--- config.mk ---
export PLATFORM = sky130hd
export DESIGN_NAME = lfsr_job_ctrl
export DESIGN_NICKNAME = d
export VERILOG_FILES = /design/src/rtl/lfsr_job_ctrl.sv
export SDC_FILE = /design/constraint.sdc
export NUM_CORES = 1
export LEC_CHECK = 0
export CAP_MARGIN = 40
export CORE_UTILIZATION = 61
export CTS_CLUSTER_SIZE = 28
export DETAILED_ROUTE_END_ITERATION = 16
export GPL_ROUTABILITY_DRIVEN = 0
export GPL_TIMING_DRIVEN = 0
export PLACE_DENSITY = 0.85
export SLEW_MARGIN = 20
export SYNTH_ARGS = -nofsm -noshare
export SYNTH_HDL_FRONTEND = slang
export SYNTH_SLANG_ARGS = --single-unit
--- constraint.sdc ---
create_clock -name clk_i -period 23.7 [get_ports clk_i]
set_clock_uncertainty 0.2 [all_clocks]
set_input_delay 5.925 -clock clk_i [delete_from_list [all_inputs] [get_ports clk_i]]
set_output_delay 5.925 -clock clk_i [all_outputs]
set_load 0.01 [all_outputs]
--- src/rtl/lfsr_job_ctrl.sv ---
// lfsr_job_ctrl: bus-mapped job sequencer for an LFSR unit.
// Software writes SEED/COUNT and then a go bit in CTRL. The engine pulses the
// LFSR reset, issues one start per iteration, waits for busy to drop and pushes
// each result into a small FIFO. Chained mode feeds each result back as the
// next seed. A down-counting watchdog aborts a job when the LFSR hangs.
//
// state   | meaning
// --------+-----------------------------------------------------------
// IDLE    | no job; accepts go, SEED and COUNT writes
// RSTP    | one-cycle LFSR reset pulse at job start
// ISSUE   | lfsr_start_o high for one cycle with the current seed
// ARM     | busy ignored for one cycle; watchdog reloads
// WAIT    | waits for busy low; watchdog runs toward terminal count
// CAPTURE | pushes the result, or holds while the FIFO is full
module lfsr_job_ctrl #(
  parameter logic [31:0] BASE_ADDR      = 32'h0000_0100,
  parameter int          FIFO_DEPTH_POW = 3,
  parameter int          TIMEOUT        = 1024
) (
  input  logic        clk_i,
  input  logic        rst_i,
  input  logic        bus_req_i,
  input  logic        bus_we_i,
  input  logic [31:0] bus_addr_bi,
  input  logic [3:0]  bus_be_bi,
  input  logic [31:0] bus_wdata_bi,
  output logic        bus_ack_o,
  output logic        bus_resp_o,
  output logic [31:0] bus_rdata_bo,
  output logic [31:0] lfsr_seed_o,
  output logic        lfsr_start_o,
  output logic        lfsr_rst_o,
  input  logic        lfsr_busy_i,
  input  logic [31:0] lfsr_out_i,
  output logic        done_o
);

  localparam int DEPTH = 1 << FIFO_DEPTH_POW;
  localparam int WDW   = $clog2(TIMEOUT + 1);

  localparam logic [FIFO_DEPTH_POW-1:0] PTR_ONE  = FIFO_DEPTH_POW'(1);
  localparam logic [FIFO_DEPTH_POW:0]   LVL_ONE  = (FIFO_DEPTH_POW + 1)'(1);
  localparam logic [FIFO_DEPTH_POW:0]   LVL_FULL = (FIFO_DEPTH_POW + 1)'(DEPTH);
  localparam logic [WDW-1:0]            WD_LOAD  = WDW'(TIMEOUT - 1);
  localparam logic [WDW-1:0]            WD_ONE   = WDW'(1);

  typedef enum logic [2:0] {
    S_IDLE, S_RSTP, S_ISSUE, S_ARM, S_WAIT, S_CAPTURE
  } state_t;

  state_t state_q, state_d;

  logic [31:0] seed_q, cur_seed_q;
  logic [15:0] count_q, rem_q;
  logic        chain_q;
  logic [WDW-1:0] wdog_q;
  logic        timeout_err_q, underflow_q;
  logic        evt_q;
  logic        resp_q;
  logic [31:0] rdata_q;

  logic [31:0] fifo_mem [DEPTH];
  logic [FIFO_DEPTH_POW-1:0] wr_ptr_q, rd_ptr_q;
  logic [FIFO_DEPTH_POW:0]   level_q;

  // Byte enables are ignored: every access is a full word.
  logic unused_be;
  assign unused_be = ^bus_be_bi;

  logic [31:0] addr_off;
  logic [2:0]  reg_idx;
  logic        wr, rd, ctrl_wr, seed_wr, count_wr, result_rd;
  logic        running, fifo_empty, fifo_full;
  logic        go_fire, abort_fire, timeout_fire, push, pop, last_iter, wdog_tc;
  logic [31:0] status_w, rd_mux;

  assign addr_off  = bus_addr_bi - BASE_ADDR;
  assign bus_ack_o = bus_req_i && (addr_off < 32'd32);
  assign reg_idx   = addr_off[4:2];
  assign wr        = bus_ack_o && bus_we_i;
  assign rd        = bus_ack_o && !bus_we_i;
  assign ctrl_wr   = wr && (reg_idx == 3'd0);
  assign seed_wr   = wr && (reg_idx == 3'd1);
  assign count_wr  = wr && (reg_idx == 3'd2);
  assign result_rd = rd && (reg_idx == 3'd4);

  assign running    = (state_q != S_IDLE);
  assign fifo_empty = (level_q == '0);
  assign fifo_full  = (level_q == LVL_FULL);
  assign wdog_tc    = (wdog_q == '0);
  assign last_iter  = (rem_q <= 16'd1);

  // Abort beats go when both arrive together; go needs a nonzero COUNT.
  assign go_fire      = ctrl_wr && bus_wdata_bi[0] && !bus_wdata_bi[1]
                        && !running && (count_q != 16'd0);
  assign abort_fire   = ctrl_wr && bus_wdata_bi[1] && running;
  assign timeout_fire = (state_q == S_WAIT) && lfsr_busy_i && wdog_tc && !abort_fire;
  assign pop          = result_rd && !fifo_empty;
  assign push         = (state_q == S_CAPTURE) && !abort_fire && (!fifo_full || pop);

  // State register.
  always_ff @(posedge clk_i) begin
    if (rst_i) state_q <= S_IDLE;
    else       state_q <= state_d;
  end

  // Next-state logic; abort overrides every other transition.
  always_comb begin
    state_d = state_q;
    unique case (state_q)
      S_IDLE:    if (go_fire) state_d = S_RSTP;
      S_RSTP:    state_d = S_ISSUE;
      S_ISSUE:   state_d = S_ARM;
      S_ARM:     state_d = S_WAIT;
      S_WAIT: begin
        if (!lfsr_busy_i) state_d = S_CAPTURE;
        else if (wdog_tc) state_d = S_IDLE;
      end
      S_CAPTURE: if (push) state_d = last_iter ? S_IDLE : S_ISSUE;
      default:   state_d = S_IDLE;
    endcase
    if (abort_fire) state_d = S_IDLE;
  end

  // Outputs: state-decoded pulses plus the registered abort/timeout event.
  always_comb begin
    lfsr_start_o = (state_q == S_ISSUE);
    lfsr_rst_o   = (state_q == S_RSTP) || evt_q;
    done_o       = ((state_q == S_CAPTURE) && push && last_iter) || evt_q;
  end

  // Job datapath, configuration registers, sticky flags and watchdog.
  always_ff @(posedge clk_i) begin
    if (rst_i) begin
      seed_q        <= '0;
      count_q       <= '0;
      cur_seed_q    <= '0;
      rem_q         <= '0;
      chain_q       <= 1'b0;
      wdog_q        <= '0;
      timeout_err_q <= 1'b0;
      underflow_q   <= 1'b0;
      evt_q         <= 1'b0;
    end else begin
      evt_q <= abort_fire || timeout_fire;
      if (seed_wr && !running)  seed_q  <= bus_wdata_bi;
      if (count_wr && !running) count_q <= bus_wdata_bi[15:0];
      if (go_fire) begin
        chain_q    <= bus_wdata_bi[2];
        cur_seed_q <= seed_q;
        rem_q      <= count_q;
      end else if (push) begin
        if (chain_q) cur_seed_q <= lfsr_out_i;
        if (rem_q != 16'd0) rem_q <= rem_q - 16'd1;
      end
      if (state_q == S_ARM)                wdog_q <= WD_LOAD;
      else if (state_q == S_WAIT && !wdog_tc) wdog_q <= wdog_q - WD_ONE;
      if (ctrl_wr && bus_wdata_bi[3]) begin
        timeout_err_q <= 1'b0;
        underflow_q   <= 1'b0;
      end
      if (timeout_fire) timeout_err_q <= 1'b1;
      if (result_rd && fifo_empty) underflow_q <= 1'b1;
    end
  end

  // FIFO storage; contents are only observable through the level-qualified read.
  always_ff @(posedge clk_i) begin
    if (push) fifo_mem[wr_ptr_q] <= lfsr_out_i;
  end

  // FIFO pointers and level; simultaneous push and pop leave the level unchanged.
  always_ff @(posedge clk_i) begin
    if (rst_i) begin
      wr_ptr_q <= '0;
      rd_ptr_q <= '0;
      level_q  <= '0;
    end else begin
      if (push) wr_ptr_q <= wr_ptr_q + PTR_ONE;
      if (pop)  rd_ptr_q <= rd_ptr_q + PTR_ONE;
      if (push && !pop)      level_q <= level_q + LVL_ONE;
      else if (pop && !push) level_q <= level_q - LVL_ONE;
    end
  end

  assign status_w = {rem_q, 4'b0, 4'(level_q), 3'b0,
                     underflow_q, timeout_err_q, fifo_full, fifo_empty, running};

  // Read mux, sampled at the access edge.
  always_comb begin
    rd_mux = '0;
    unique case (reg_idx)
      3'd1:    rd_mux = seed_q;
      3'd2:    rd_mux = {16'b0, count_q};
      3'd3:    rd_mux = status_w;
      3'd4:    rd_mux = fifo_empty ? 32'b0 : fifo_mem[rd_ptr_q];
      default: rd_mux = '0;
    endcase
  end

  // One-cycle read response; data is forced to zero outside the response.
  always_ff @(posedge clk_i) begin
    if (rst_i) begin
      resp_q  <= 1'b0;
      rdata_q <= '0;
    end else begin
      resp_q  <= rd;
      rdata_q <= rd ? rd_mux : 32'b0;
    end
  end

  assign bus_resp_o   = resp_q;
  assign bus_rdata_bo = rdata_q;
  assign lfsr_seed_o  = cur_seed_q;

endmodule

# Yosys cells after proc, flatten, opt, wreduce, memory -nomap -nowiden
# Memory sizes are Yosys's and may differ from the RTL's. A register that Yosys moved wholly into a read port is not among the register bits.
# Cells that the tools add are included.
# totals
wordCells,126
mem_bits_rw,256
register_bits,157
mem_count,1
out_inout_bits,69
# mem_list
memory,depth,word_bits,rd,rd_clocked_by_memory_dff,wr,line_no,source
fifo_mem,8,32,1,1,1,62,logic [31:0] fifo_mem [DEPTH];
# op_classes
reduce_logical,61
muxes,25
n_lt_le_gt_ge,2
n_bitwise,1
addsub,7
eq_ne,13
# op_table
operator,n
two-way mux 32 bit,4
case mux 32 bit (4 select lines),1
two-way mux 16 bit,3
< comparator 32 x 6 -> 1 bit (second input constant),1
nonzero test 16 bit,2
subtractor 32 x 9 -> 32 bit (second input constant),1
logical AND 1 bit,28
two-way mux 10 bit,2
two-way mux 3 bit,6
case mux 3 bit (6 select lines),1
less-or-equal comparator 16 x 1 -> 1 bit (second input constant),1
subtractor 16 x 1 -> 16 bit (second input constant),1
nonzero test 2 bit,7
equality test 3 x 2 -> 1 bit (second input constant),4
logical NOT 11 bit,1
subtractor 11 x 1 -> 11 bit (second input constant),1
equality test 3 bit (second input constant),3
logical NOT 1 bit,9
two-way mux 4 bit,2
adder 3 x 1 -> 3 bit (second input constant),2
equality test 3 x 1 -> 1 bit (second input constant),2
logical NOT 3 bit,2
OR reduction 2 bit,3
two-way mux 1 bit,5
12 further kinds,17

# Depth between registers and ports, before layout
# logic_depth
depth_word,14
ltp_mapped,16
ltp_nobuf,16

# Worst setup path after synthesis
# OpenSTA, ideal clock, no wires.
# synth_timing
path_type,input port to output port
start,input bus_addr_bi[11]
end,output done_o
stages,8
path_slack_ns,9.417
arrival_ns,8.158
required_time_ns,17.575
n_path_buf,0
cell_sequence,or4_1 > or4_1 > xor2_1 > nand4_2 > o21a_1 > nor2_1 > nand3_2 > o21bai_1
# synth_via
elab_chain_len,13
# synth_rtl
item,line_no,source
"start, declared",24,"input logic [31:0] bus_addr_bi,"
subtractor 32 x 9 -> 32 bit *,77,assign addr_off = bus_addr_bi - BASE_ADDR;
< comparator 32 x 6 -> 1 bit *,78,assign bus_ack_o = bus_req_i && (addr_off < 32'd32);
logical AND 1 bit *,78,
logical AND 1 bit,80,assign wr = bus_ack_o && bus_we_i;
logical AND 1 bit,82,assign ctrl_wr = wr && (reg_idx == 3'd0);
logical AND 1 bit (2 in series),96,assign abort_fire = ctrl_wr && bus_wdata_bi[1] && running;
logical NOT 1 bit,99,assign push = (state_q == S_CAPTURE) && !abort_fire && (!fifo_full || pop);
logical AND 1 bit,99,
logical AND 1 bit *,99,
logical AND 1 bit * (2 in series),129,done_o = ((state_q == S_CAPTURE) && push && last_iter) || evt_q;
logical OR 1 bit *,129,
"end, declared",35,output logic done_o
# Mark *: on every way between the ends. The rest lies on a longest branch, timed or not.

# Final worst setup path
# Same ends and word-level chain as after synthesis.

==> results.yml <==
sta:
  drv_slew: 0
  slew_headroom_pct: 39.86
  rsz0062_at_grt: "false"
  fin_hold_ws_ns: 0.2678
  setup_tns_ns: 0
  setup_viol: 0
  timing.final.hold_violations: 0
  fmax_ghz: 0.06394
  timing.final.crit_share_pct: 65.99
  tightest_slew_ns: 0.8988
  finalCriticalPeriod_ns: 15.64
final_layout:
  antennaDiodeCount: 0
  regArea_um2: 10890
  fillers: 1572
  synthToLayoutAreaGrowth_pct: 22.70
  multi_input_area_um2: 5942
  nets: 1581
  design_area_um2: 21050
  drive_above_1_share_pct: 17.87
  instances_no_fill: 1878
yosys:
  yosysMostFrequentCell: "edfxtp_1"
  ys_types: 68
  synth_top_area_cell: "edfxtp_1"
  ys_ff_latch: 416
  syn_nets: 1327
  syn_area_per_cell_um2: 14.14
  yosys_warnings: 0
  netlist_top_cells_count: "edfxtp_1, dfxtp_1, nor2_1"
  synth-main-ff-cell: "edfxtp_1"
  synth_cells: 1213
  synth-edff-count: 256
  synthesis.area_um2: 17160
  synth_top_area_share_pct: 44.81
  synthTopCellsByArea: "edfxtp_1, dfxtp_1, mux4_2"
  synthArstFlopShare_pct: 0
  seq_area_frac_synth_pct: 63.48
run_status:
  status: "completed"
drt:
  drc: 0
  drt_pre_antenna_iters: 6
  initialDrtViolationCount: 1732
  ant_nets: 0
  vias_per_cell: 6.394
  drt-total-wl_um: 46430
  wl_per_cell_um: 24.73
  via_count: 12007
cts:
  cts_buffers: 41
  clock-sinks: 416
  insertion_delay_ns: 0.54
  clockRootBuffer: "clkbuf_16"
  cts.repair.resized: 0
  clock_path_buffers: 3
  htreeDepth: 2
  clk_pin_slew_ns: 0.06
  cts_setup_buffers: 0
  cts.hold.buffers_added: 0
  cts_tree: "built"
setup_path:
  crit_start: "bus_addr_bi[11]"
  startpoint_type: "primary input"
  r2r_start: "level_q[1]"
  cp-end-kind: "output port"
  crit_arrival_ns: 9.52
  crit_path_max_fanout: 7
  critPathRequiredTime_ns: 17.58
  worstSetupPathType: "in2out"
floorplanning:
  initial_utilization_pct: 61.92
  die_h_um: 169.7
  core_um2: 27710
  die_w_um: 169.7
  io_pins: 174
  die_area_um2: 28800
  row_count: 61
grt:
  grt_antenna_before_repair: 1
  grtUsageTotal_pct: 32.53
  grt_pass1_vias: 11841
  overflow: 0
  grt_pass1_wl_um: 69090
  grt_max_degree: 18
run:
  maxCapViolations: 0
pwr:
  sw_frac_of_total_pct: 20.17
  p_int_uw: 1159
  p_seq_share_pct: 52.8
  ir_worst_vdd_uv: 59.34
  p_per_area_nw_per_um2: 68.97
  clockPowerShare_pct: 44.1
  leakagePower_uw: 0.007193
  switchingPower_uw: 292.8
  p_comb_share_pct: 3.1
placement:
  dp_hpwl_um: 32550
  postPlaceCellArea_um2: 19690
  dp_cells: 1800
  io_buffer_count: 166
min_path:
  min_from: "wdog_q[10]"
  hp-class: "reg2reg"
flip-flops by register name, summed over array words and instances, names as in the netlist, 3 cells and up, named ones only:
register,flops
fifo_mem,256
bus_rdata_bo,32
lfsr_seed_o,32
seed_q,32
count_q,16
rem_q,16
wdog_q,11
level_q,4
rd_ptr_q,3
state_q,3
wr_ptr_q,3
area by class of cell:
class                           count  area share (%)
Tap cell                          378           2.247
Multi-Input combinational cell    714           28.23
Buffer                             72           1.557
Clock inverter                     17          0.5231
Timing Repair Buffer              211           9.683
Sequential cell                   416           51.74
Clock buffer                       59           5.831
Inverter                           11          0.1961
worst max-delay path, cell delays in order:
cell             delay, ns
clkdlybuf4s50_1       0.43
or4_1                 0.58
or4_1                 0.51
xor2_1                0.29
nand4_2               0.21
nor4_2                0.57
nor2_1                0.16
nand3_2               0.23
o21bai_1              0.13
clkdlybuf4s50_1       0.49
routing by layer:
| layer | wire length (µm) | GRT usage [%] | vias to the layer above |
|---|---|---|---|
| met4 | 1950 | 13.40 | 2 |
| met1 | 17240 | 43.41 | 5846 |
| met2 | 21760 | 52.49 | 872 |
| met5 | 12 | 0 | - |
| li1 | - | - | 5124 |
| met3 | 5471 | 6.483 | 163 |
power groups by stage:
stage                     combinational, µW  clock, µW  sequential [µW]
final                                  44.8        640              767
after global routing                   46.4        670              766
after CTS                              43.7        642              767
after detailed placement               43.2          0              782
after floorplan                        12.8          0              783
after global placement                 42.0          0              782
stage by stage:
stage | total power (µW) | setup slack [ns] | util [%]
finish | 1452 | 8.060 | 75.98
global route | 1483 | 7.936 | 75.98
CTS | 1452 | 8.098 | 75.90
detailed placement | 825.5 | 8.121 | 71.07
global placement | 824.3 | 7.637 | 69.62
floorplan | 795.3 | 9.417 | -
layout by cell type, fill, tap and decap left out, types with 8 or more instances in the layout:
master and count:
a21oi_1 55, a222oi_1 16, a22oi_1 16, buf_1 9, buf_2 25, buf_4 14
buf_6 18, clkbuf_1 56, clkbuf_16 44, clkdlybuf4s50_1 166, dfxtp_1 160, edfxtp_1 256
ha_1 8, inv_1 10, mux2_2 27, mux2_4 29, mux2i_1 70, mux4_2 64
nand2_1 97, nand4_1 8, nor2_1 130, nor3_1 26, nor4_1 12, o21ai_0 10
o22a_1 17, xnor2_1 14, xor2_1 13
cell families after synthesis:
kind of cell	Yosys count	synth area share, %
adders and majority gates	9	0.7002
xor gates and xnor gates	27	1.378
AOI/OAI and AO/OA	147	6.061
and+or+nand+nor	341	9.430
DFF	416	63.48
buffers and inverters	83	2.151
muxes	190	16.80
final timing paths:
path                              endpoint  slack (ns)  depth (start not counted)
worst max-delay path                done_o        8.06                         10
worst min-delay path            wdog_q[10]        0.27                          2
worst max register to register  level_q[3]       19.86                         13
worst min register to register  wdog_q[10]        0.27                          2
(Power assumes the default switching activity.)
